File: config.mk
export PLATFORM = sky130hd
export DESIGN_NAME = imem_responder
export DESIGN_NICKNAME = d
export VERILOG_FILES = /design/src/rtl/rv32i_types.sv /design/src/rtl/line_buffer.sv /design/src/rtl/imem_responder.sv
export SDC_FILE = /design/constraint.sdc
export NUM_CORES = 1
export LEC_CHECK = 0
export CAP_MARGIN = 10
export CORE_UTILIZATION = 45
export CTS_CLUSTER_SIZE = 30
export DETAILED_ROUTE_END_ITERATION = 12
export HOLD_SLACK_MARGIN = 0.15
export PLACE_DENSITY = 0.65
export SETUP_SLACK_MARGIN = 0.5
export SLEW_MARGIN = 20
export SYNTH_ARGS = -nofsm -noshare
export SYNTH_HDL_FRONTEND = slang
export SYNTH_SLANG_ARGS = --single-unit
File: constraint.sdc
create_clock -name clk -period 6.26 [get_ports clk]
set_input_delay 0.626 -clock clk [delete_from_list [all_inputs] [get_ports clk]]
set_output_delay 0.626 -clock clk [all_outputs]
set_load 0.01 [all_outputs]
File: src/rtl/rv32i_types.sv
// ---------------------------------------------------------------------------
// rv32i_types
//   Shared types and constants for the instruction-fetch responder.
//   - imem_state_t : responder FSM states
//   - LINE_BITS    : line buffer width in bits
//   - OFFSET_BITS  : byte-offset bits within a line
//   - TAG_BITS     : address bits above the line offset
// ---------------------------------------------------------------------------
package rv32i_types;

    localparam int unsigned LINE_BITS   = 256;
    localparam int unsigned OFFSET_BITS = 5;
    localparam int unsigned TAG_BITS    = 32 - OFFSET_BITS;

    typedef enum logic [2:0] {
        IDLE,
        HIT,
        MREQ,
        MFILL,
        RESP
    } imem_state_t;

endpackage

File: src/rtl/line_buffer.sv
// ---------------------------------------------------------------------------
// line_buffer
//   Single 256-bit instruction line with its tag and valid bit.
//   Ports:
//     clk, rst        : clock, asynchronous active-high reset (clears valid/tag)
//     beat_we_i       : write one beat of line data
//     beat_idx_i      : beat position within the line
//     beat_data_i     : beat data
//     tag_we_i        : load tag_i (end of a fill)
//     set_valid_i     : mark the line valid together with the tag load
//     tag_i           : tag to store
//     inval_i         : clear valid (wins over set_valid_i)
//     word_idx_i      : 32-bit word select for the read mux
//     word_o          : selected word
//     tag_o, valid_o  : stored tag and valid bit
// ---------------------------------------------------------------------------
module line_buffer
    import rv32i_types::*;
#(
    parameter int unsigned BEATS  = 4,
    parameter int unsigned BMEM_W = 64
) (
    input  logic                     clk,
    input  logic                     rst,
    input  logic                     beat_we_i,
    input  logic [$clog2(BEATS)-1:0] beat_idx_i,
    input  logic [BMEM_W-1:0]        beat_data_i,
    input  logic                     tag_we_i,
    input  logic                     set_valid_i,
    input  logic [TAG_BITS-1:0]      tag_i,
    input  logic                     inval_i,
    input  logic [2:0]               word_idx_i,
    output logic [31:0]              word_o,
    output logic [TAG_BITS-1:0]      tag_o,
    output logic                     valid_o
);

    logic [LINE_BITS-1:0] data_q;
    logic [TAG_BITS-1:0]  tag_q;
    logic                 valid_q;

    // Line data carries no reset; valid alone qualifies it.
    always_ff @(posedge clk) begin
        if (beat_we_i) begin
            data_q[int'(beat_idx_i) * BMEM_W +: BMEM_W] <= beat_data_i;
        end
    end

    always_ff @(posedge clk or posedge rst) begin
        if (rst) begin
            tag_q   <= '0;
            valid_q <= 1'b0;
        end else begin
            if (tag_we_i) begin
                tag_q <= tag_i;
            end
            if (inval_i) begin
                valid_q <= 1'b0;
            end else if (tag_we_i && set_valid_i) begin
                valid_q <= 1'b1;
            end
        end
    end

    assign word_o  = data_q[int'(word_idx_i) * 32 +: 32];
    assign tag_o   = tag_q;
    assign valid_o = valid_q;

endmodule

File: src/rtl/imem_responder.sv
// ---------------------------------------------------------------------------
// imem_responder
//   Responder end of the instruction-fetch port. A one-line buffer answers
//   hits one cycle after the request; misses fetch the line with a BEATS-beat
//   burst and answer one cycle after the last beat. Exactly one imem_resp
//   pulse per accepted request.
//   Ports:
//     clk, rst     : clock, asynchronous active-high reset
//     imem_addr    : fetch address (bits [1:0] ignored)
//     imem_rmask   : request when nonzero (sampled only in IDLE)
//     imem_rdata   : instruction word, zero when imem_resp=0
//     imem_resp    : one-cycle response pulse
//     inval        : invalidate the line buffer
//     bmem_addr    : line-aligned burst address
//     bmem_read    : burst request, held until bmem_ready
//     bmem_ready   : burst request accepted
//     bmem_rvalid  : burst beat valid
//     bmem_rdata   : burst beat data, beat 0 first
// ---------------------------------------------------------------------------
module imem_responder
    import rv32i_types::*;
#(
    parameter int unsigned BEATS  = 4,
    parameter int unsigned BMEM_W = 64
) (
    input  logic              clk,
    input  logic              rst,
    input  logic [31:0]       imem_addr,
    input  logic [3:0]        imem_rmask,
    output logic [31:0]       imem_rdata,
    output logic              imem_resp,
    input  logic              inval,
    output logic [31:0]       bmem_addr,
    output logic              bmem_read,
    input  logic              bmem_ready,
    input  logic              bmem_rvalid,
    input  logic [BMEM_W-1:0] bmem_rdata
);

    localparam int unsigned CNT_W = $clog2(BEATS);
    localparam logic [CNT_W-1:0] LAST_BEAT = CNT_W'(BEATS - 1);

    imem_state_t        state_q;
    logic [31:2]        req_addr_q;
    logic [CNT_W-1:0]   cnt_q;
    logic               inval_pend_q;
    logic               imem_resp_q;
    logic [31:0]        imem_rdata_q;
    logic               bmem_read_q;
    logic [31:0]        bmem_addr_q;

    logic [31:0]         lb_word;
    logic [TAG_BITS-1:0] lb_tag;
    logic                lb_valid;
    logic [2:0]          word_sel;
    logic                lookup_hit;
    logic                beat_we;
    logic                fill_last;
    logic [31:0]         fill_word;

    logic unused_addr_bits;
    assign unused_addr_bits = ^imem_addr[1:0];

    // In IDLE the mux looks up the incoming address so a hit can be registered
    // straight into imem_rdata_q; otherwise it serves the latched request.
    assign word_sel   = (state_q == IDLE) ? imem_addr[4:2] : req_addr_q[4:2];
    assign lookup_hit = lb_valid && !inval && (lb_tag == imem_addr[31:OFFSET_BITS]);
    assign beat_we    = (state_q == MFILL) && bmem_rvalid;
    assign fill_last  = beat_we && (cnt_q == LAST_BEAT);

    // The last beat is written at the same edge the response is registered,
    // so when the requested word lives in that beat it is taken from the bus.
    always_comb begin
        fill_word = lb_word;
        if (req_addr_q[4:3] == cnt_q) begin
            fill_word = req_addr_q[2] ? bmem_rdata[63:32] : bmem_rdata[31:0];
        end
    end

    line_buffer #(
        .BEATS  (BEATS),
        .BMEM_W (BMEM_W)
    ) u_lb (
        .clk         (clk),
        .rst         (rst),
        .beat_we_i   (beat_we),
        .beat_idx_i  (cnt_q),
        .beat_data_i (bmem_rdata),
        .tag_we_i    (fill_last),
        // An invalidate seen anywhere in the miss leaves the new line invalid.
        .set_valid_i (!inval_pend_q),
        .tag_i       (req_addr_q[31:OFFSET_BITS]),
        .inval_i     (inval),
        .word_idx_i  (word_sel),
        .word_o      (lb_word),
        .tag_o       (lb_tag),
        .valid_o     (lb_valid)
    );

    always_ff @(posedge clk or posedge rst) begin
        if (rst) begin
            state_q      <= IDLE;
            req_addr_q   <= '0;
            cnt_q        <= '0;
            inval_pend_q <= 1'b0;
            imem_resp_q  <= 1'b0;
            imem_rdata_q <= '0;
            bmem_read_q  <= 1'b0;
            bmem_addr_q  <= '0;
        end else begin
            imem_resp_q  <= 1'b0;
            imem_rdata_q <= '0;
            case (state_q)
                IDLE: begin
                    if (|imem_rmask) begin
                        req_addr_q   <= imem_addr[31:2];
                        inval_pend_q <= 1'b0;
                        if (lookup_hit) begin
                            state_q      <= HIT;
                            imem_resp_q  <= 1'b1;
                            imem_rdata_q <= lb_word;
                        end else begin
                            state_q     <= MREQ;
                            bmem_read_q <= 1'b1;
                            bmem_addr_q <= {imem_addr[31:OFFSET_BITS], {OFFSET_BITS{1'b0}}};
                        end
                    end
                end
                MREQ: begin
                    if (inval) begin
                        inval_pend_q <= 1'b1;
                    end
                    if (bmem_ready) begin
                        bmem_read_q <= 1'b0;
                        cnt_q       <= '0;
                        state_q     <= MFILL;
                    end
                end
                MFILL: begin
                    if (inval) begin
                        inval_pend_q <= 1'b1;
                    end
                    if (bmem_rvalid) begin
                        cnt_q <= cnt_q + 1'b1;
                        if (cnt_q == LAST_BEAT) begin
                            state_q      <= RESP;
                            imem_resp_q  <= 1'b1;
                            imem_rdata_q <= fill_word;
                        end
                    end
                end
                HIT, RESP: begin
                    state_q <= IDLE;
                end
                default: begin
                    state_q <= IDLE;
                end
            endcase
        end
    end

    assign imem_resp  = imem_resp_q;
    assign imem_rdata = imem_rdata_q;
    assign bmem_read  = bmem_read_q;
    assign bmem_addr  = bmem_addr_q;

endmodule
* Word level (Yosys, flattened, before mapping)
Index checks and enable logic that the tools add are counted.
Widths: inputs -> output; s select.
** Word-level totals
- Bits of input ports :: 105
- Bits in registers :: 381
- Output and inout bits :: 66
** Cells by class
- $add $sub $neg :: 2
- Bitwise gates (word level) :: 1
- Shift-type cells :: 3
- Equality and inequality tests :: 11
- Mux-type cells :: 32
- Reductions and logical operators :: 20
** Operators with widths (number)
- $bwmux 256 :: 1
- $shift 64x34->256 const A :: 1
- $shiftx 256x9->32 :: 1
- $shiftx 64x34->256 :: 1
- $mux 32 :: 6
- $pmux 32 s2 :: 1
- $neg 8->34 :: 1
- $eq 27x27->1 :: 1
- $mux 3 :: 5
- $mux 1 :: 11
- $pmux 3 s3 :: 1
- $reduce_and 3->1 :: 3
- $reduce_and 4->1 :: 2
- $reduce_bool 2->1 :: 4
- $eq 3x2->1 const B :: 2
- $mux 2 :: 3
- $ne 2x1->1 const B :: 3
- $ne 2x2->1 const B :: 3
- $pmux 1 s2 :: 3
- $logic_and 1x1->1 :: 5
- $pmux 2 s2 :: 1
- $reduce_or 4->1 :: 1
- $logic_not 3->1 :: 1
- $add 2x1->2 const B :: 1
- 6 further kinds :: 7

* Depth between registers and ports, before layout
- Depth after elaboration :: 7
- Gate-level depth with buffers :: 9

* Cells and area by module
A second synthesis with hierarchy kept.
** Second synthesis, totals
- Cells, all modules :: 1220
- Area total of the unflattened synthesis :: 17536.8 um^2
** Modules (own cells, without submodules)
- line_buffer :: instances 1, cells an instance 729, area each 12660.9 um^2
- imem_responder :: instances 1, cells an instance 491, area each 4875.9 um^2

* Worst setup path before layout
OpenSTA, ideal clock, no wires.
- Path type :: register to register
- Start point :: reg state_q[1]
- End point :: reg u_lb.data_q[0] (enable)
- Library setup time :: 0.429 ns
- Period minus slack after synthesis :: 2.853 ns
- Data arrival time :: 2.424 ns
- Required time :: 5.831 ns
- Stages on the path, launching flop included :: 4
- Slack :: 3.407 ns
- Path through :: dfrtp_1 nor2b_1 and3_1 and2_1
** Between the ends
- Cells in the longest elaborated chain, start to end :: 2
** RTL lines
- start: declaration :: RTL line imem_responder.sv:43 : imem_state_t state_q;
- start signal: assignment :: RTL line imem_responder.sv:102 : state_q <= IDLE;
- start signal: assignment :: RTL line imem_responder.sv:119 : state_q <= HIT;
- start signal: assignment :: RTL line imem_responder.sv:123 : state_q <= MREQ;
- $eq 3x2->1 :: RTL line imem_responder.sv:68 : assign beat_we = (state_q == MFILL) && bmem_rvalid;
- $logic_and 1x1->1 :: RTL line imem_responder.sv:68
- end signal: indexed assignment :: RTL line line_buffer.sv:45 : data_q[int'(beat_idx_i) * BMEM_W +: BMEM_W] <= beat_data_i;
- end: declaration :: RTL line line_buffer.sv:38 : logic [LINE_BITS-1:0] data_q;
No other way between the ends.
A chain may end at the register's enable or synchronous reset.

* Final worst setup path
- Start point :: reg cnt_q[0]
- End point :: reg u_lb.data_q[37] (data pin)
** Between the ends
- Cells in the longest elaborated chain, start to end :: 3
** RTL lines
- start: declaration :: RTL line imem_responder.sv:45 : logic [CNT_W-1:0] cnt_q;
- start signal: assignment :: RTL line imem_responder.sv:144 : cnt_q <= cnt_q + 1'b1;
- $neg 8->34 * :: RTL line line_buffer.sv:45
- $shiftx 64x34->256 / $shift 64x34->256 (equally long branches) :: RTL line line_buffer.sv:45
- $bwmux 256 * :: RTL line line_buffer.sv:45
Mark *: on every way between the ends. The rest lies on a longest branch, timed or not.

==> results.txt <==
- Min-Delay Startpoint: bmem_read
- In this run the critical register-to-register path is launched from cnt_q[0].
- Of the total power, the clock network draws 0.238.
* Power Total: 0.00961 W
* Number of I/O pins: 171
- Summing over every cut layer, the via total after detailed routing is around 11,000.
* Average wire per cell in the routed design: 21.8 µm
- Across the run, the number of max-cap violations was 0.
- The clock net in this run drives a total of between 300 and 400 sinks.
- Clock-pin slew on the worst setup and hold paths: 0.06 ns
- Counting flops with an async set or reset pin after synthesis yields a share of 0.328.
* Hold-critical path endpoint: bmem_read
- The slowest stage of the critical path belongs to the cell buf_4.
- Of the total synthesized cell area, the portion taken by AND, OR, NAND and NOR gates is 0.142.
* Outcome: complete, no violations
- The netlist uses 42 different library cells.
- Among all flip-flop cells after synthesis, the most frequent one is edfxtp_1.
* DRC: 0
- Gates resized during post-CTS repair numbered 0.
- Wire length of the first global-routing pass: 63,800 µm
* Final critical path time including I/O delays and setup: 3.17 ns
* Setup repair after global routing missed its margin: false
- Of the total synthesized cell area, the portion taken by full adders, half adders and majority gates is 0.00438.
- Leftover overflow at the end of global routing: 0
* Class of the most critical setup path: flop to flop
- Placement Rows: approximately 70
- Worst flop-to-flop path endpoint: u_lb.data_q[37]
- Total wirelength of the detailed-routed design: 42,000 µm
- Number of failing hold endpoints at the final stage: 0
* Mean instance size in the synthesized netlist: ~14 µm²
- Critical-path maximum fanout: a little under 70
- The max-slew violation total from the final report came to 0.
- In this run the worst hold path is classified as flop to flop.
- Antenna violations before repair: 1
- Power density of the placed cells: 466 mW/mm²
- For this run, the register share of the synthesized area comes to 0.630.
- The worst pin sits at a relative slew slack of 0.304.
- Total instance count after detailed placement: 1,852
- WP data arrival: 3.55 ns
- From synthesis to final layout, the design area changed by 20.3%.
- Fillers: 3,060
- Post-route design area: 0.0206 mm²
- Post-DP HPWL: 22,400 µm
* Cells traversed along the worst timing path: inv_1, ha_4, nor3b_2, buf_4, and2_1
- The root buffer cell chosen for the clock tree is clkbuf_16.
* Sw power: 0.00329 W
- Summing all placed instances gives a cell area of ~0.019 mm².
- On the final layout, the worst clock skew is 0.00993 ns.
- CP Capture Type: flop
* Height of the die: 197 µm
- The fraction of the mapped netlist area in compound gates was 0.0691.
- Xor and xnor area share after synthesis: 0.0148
- Horizontal extent of the die: 197 µm
- After the flow finishes, the layout carries non-filler instances totaling ~1,900.
* Dominant combinational cell family by area after synthesis: simple AND/OR/NAND/NOR gates
- For the worst-skew pair, the clock arrives at the later sink with an insertion delay of ~0.53 ns.
- Worst IR drop on VDD: around 0.32 mV
- Switching Share: 0.342
- Tot GR Track Use: 0.218
- Cell count of the worst hold path: 1
- Portion of netlist area occupied by mux cells: 0.113
- Leading cell type in the layout, fill and taps excluded: edfxtp_1
- Area of the mapped netlist: 0.0172 mm²
* Synthesized instance count: around 1,200
* Kind of start point of the critical path: flop
- The synthesized design contains 381 register bits.
- Initial cell density of the core: 0.457
- TritonCTS built the clock tree.
* # H-tree levels: 2
- Reg power frac: 0.389
- In this run the deepest clock path goes through 3 buffers.
* Leakage component of the power: 8.01 nW
- Fraction of the cycle the final worst path needs: 0.506
- At the pin with the least slew margin, the transition time is 1.04 ns.
- Number of buffers inserted during clock tree synthesis: 41
- Initial DRC Count: 778
* Crit path largest cell delay: 0.70 ns
- Input and output buffers added on the ports amount to 163.
* Number of enable-type register cells in the synthesized netlist: ~260
* Yosys warnings: 0
- At the end of the flow the core is filled with cells to 0.549.
* Final-stage net count: 1,498
- The first detailed-routing pass took 5 iterations.
- The worst register-to-register path has a depth of 5.
* Core Box Area: about 0.038 mm²
- R2R Setup Slk: 3.09 ns
* Synth top area cells: edfxtp_1, dfrtp_1, and2_1
* Leading area contributor after synthesis: edfxtp_1
- Timing would allow up to 316 MHz.
- The number of global-route vias before repair was 10,900.
* Power share of the combinational group: 0.373
* Cell-internal power: 0.00632 W
- Post-detailed-route via-to-cell ratio: 5.50
* Largest net degree at the start of global routing: approximately 130
* Die Outline Area: 0.0389 mm²
- Routability-driven placement finished with a final weighted congestion of around 0.7.
* Antenna-violating nets left: 0
* Fraction of final layout cells with drive strength greater than 1: 0.149
* Hold bufs inserted after CTS: 0
* Most used cells in the layout excluding fill and tap cells: edfxtp_1, and2_1, clkdlybuf4s50_1
- Synth top area share: 0.448
- Summed over all failing endpoints, the final setup total negative slack is 0 ns.
* Worst path required time: 6.65 ns
- Post-CTS setup buffer count: 0
* Total setup violations reported at the end of the flow: 0
==> layout make-up <==
type / count / area (µm²) / share of cell area
clock inverter: 8 / 60.1 / 0.00291
multi-input combinational: 774 / 6010 / 0.291
tap: 511 / 639 / 0.0310
inverter: 5 / 23.8 / 0.00115
clock buffer: 65 / 1200 / 0.0580
timing repair buffer: 184 / 1890 / 0.0916
sequential: 381 / 10800 / 0.524
antenna: 1 / 2.50 / 0.000121
==> how the worst max path moves through the flow <==
stage / start / endpoint / slack, ns / cells after the start
final: cnt_q[0] / u_lb.data_q[37] / 3.09 / 5
after global routing: cnt_q[0] / u_lb.data_q[16] / 2.92 / 5
after CTS: cnt_q[0] / u_lb.data_q[37] / 3.09 / 5
after detailed placement: imem_rmask[1] / imem_rdata[17] / 2.66 / 8
after global placement: imem_rmask[1] / imem_rdata[2] / 2.68 / 8
after floorplan: rst / bmem_addr[10] / 2.31 / 1
==> Yosys cell counts (all sizes together) (2+ instances only) <==
cell and instances:
edfxtp 256, and2 198, nand2 148, dfrtp 125, mux2i 96, mux2 83, and3 65, a32o 62
clkbuf 52, buf 38, o32ai 32, xnor2 15, xor2 14, nor2 12, nand4 8, ha 6
inv 5, nand3 5, nor4 4, mux4 2, nor2b 2, nor3 2, nor3b 2, o21ai 2
or3 2
==> through the flow <==
stage,setup slack [ns],hold slack (ns)
CTS,3.09,0.495
floorplan,2.31,0.458
detailed placement,2.66,0.482
global route,2.92,0.510
global placement,2.68,0.467
finish,3.09,0.487
==> critical path: cells and delay by family (launching register included) <==
kind                     cells  cell delay (ns)
AND/OR/NAND/NOR              2             0.91
buffers and inverters        2             0.95
flip-flops                   1             0.55
adder cells (fa/ha/maj)      1             0.57
==> flip-flops by register name (all words and copies together) (netlist names) <==
register and count:
u_lb.data_q 256, u_lb.tag_o 27, req_addr_q 30, u_lb.valid_o 1, state_q 3, bmem_read 1
imem_resp 1, cnt_q 2, imem_rdata 32, inval_pend_q 1, bmem_addr 27
==> layer usage <==
metal  GRT usage  part of all wire
met2       0.365              0.48
met4      0.0577             0.019
met5           0                 0
met3      0.0442             0.066
met1       0.288              0.43
==> cells by family after synthesis <==
kind of cell	count (synthesis)
flip-flops	381
XOR/XNOR	29
AO/OA/AOI/OAI	103
multiplexers	181
adder cells (fa/ha/maj)	6
buffers and inverters	95
AND/OR/NAND/NOR	450
other	1
==> power groups by stage <==
| stage | Combinational, W | Sequential [W] | Clock (W) |
|---|---|---|---|
| finish | 0.00358 | 0.00374 | 0.00229 |
| global route | 0.00385 | 0.00380 | 0.00243 |
| CTS | 0.00356 | 0.00374 | 0.00233 |
| detailed placement | 0.00355 | 0.00379 | 0 |
| global placement | 0.00345 | 0.00376 | 0 |
| floorplan | 0.00229 | 0.00375 | 0 |
Power figures use the tool's default switching activity.
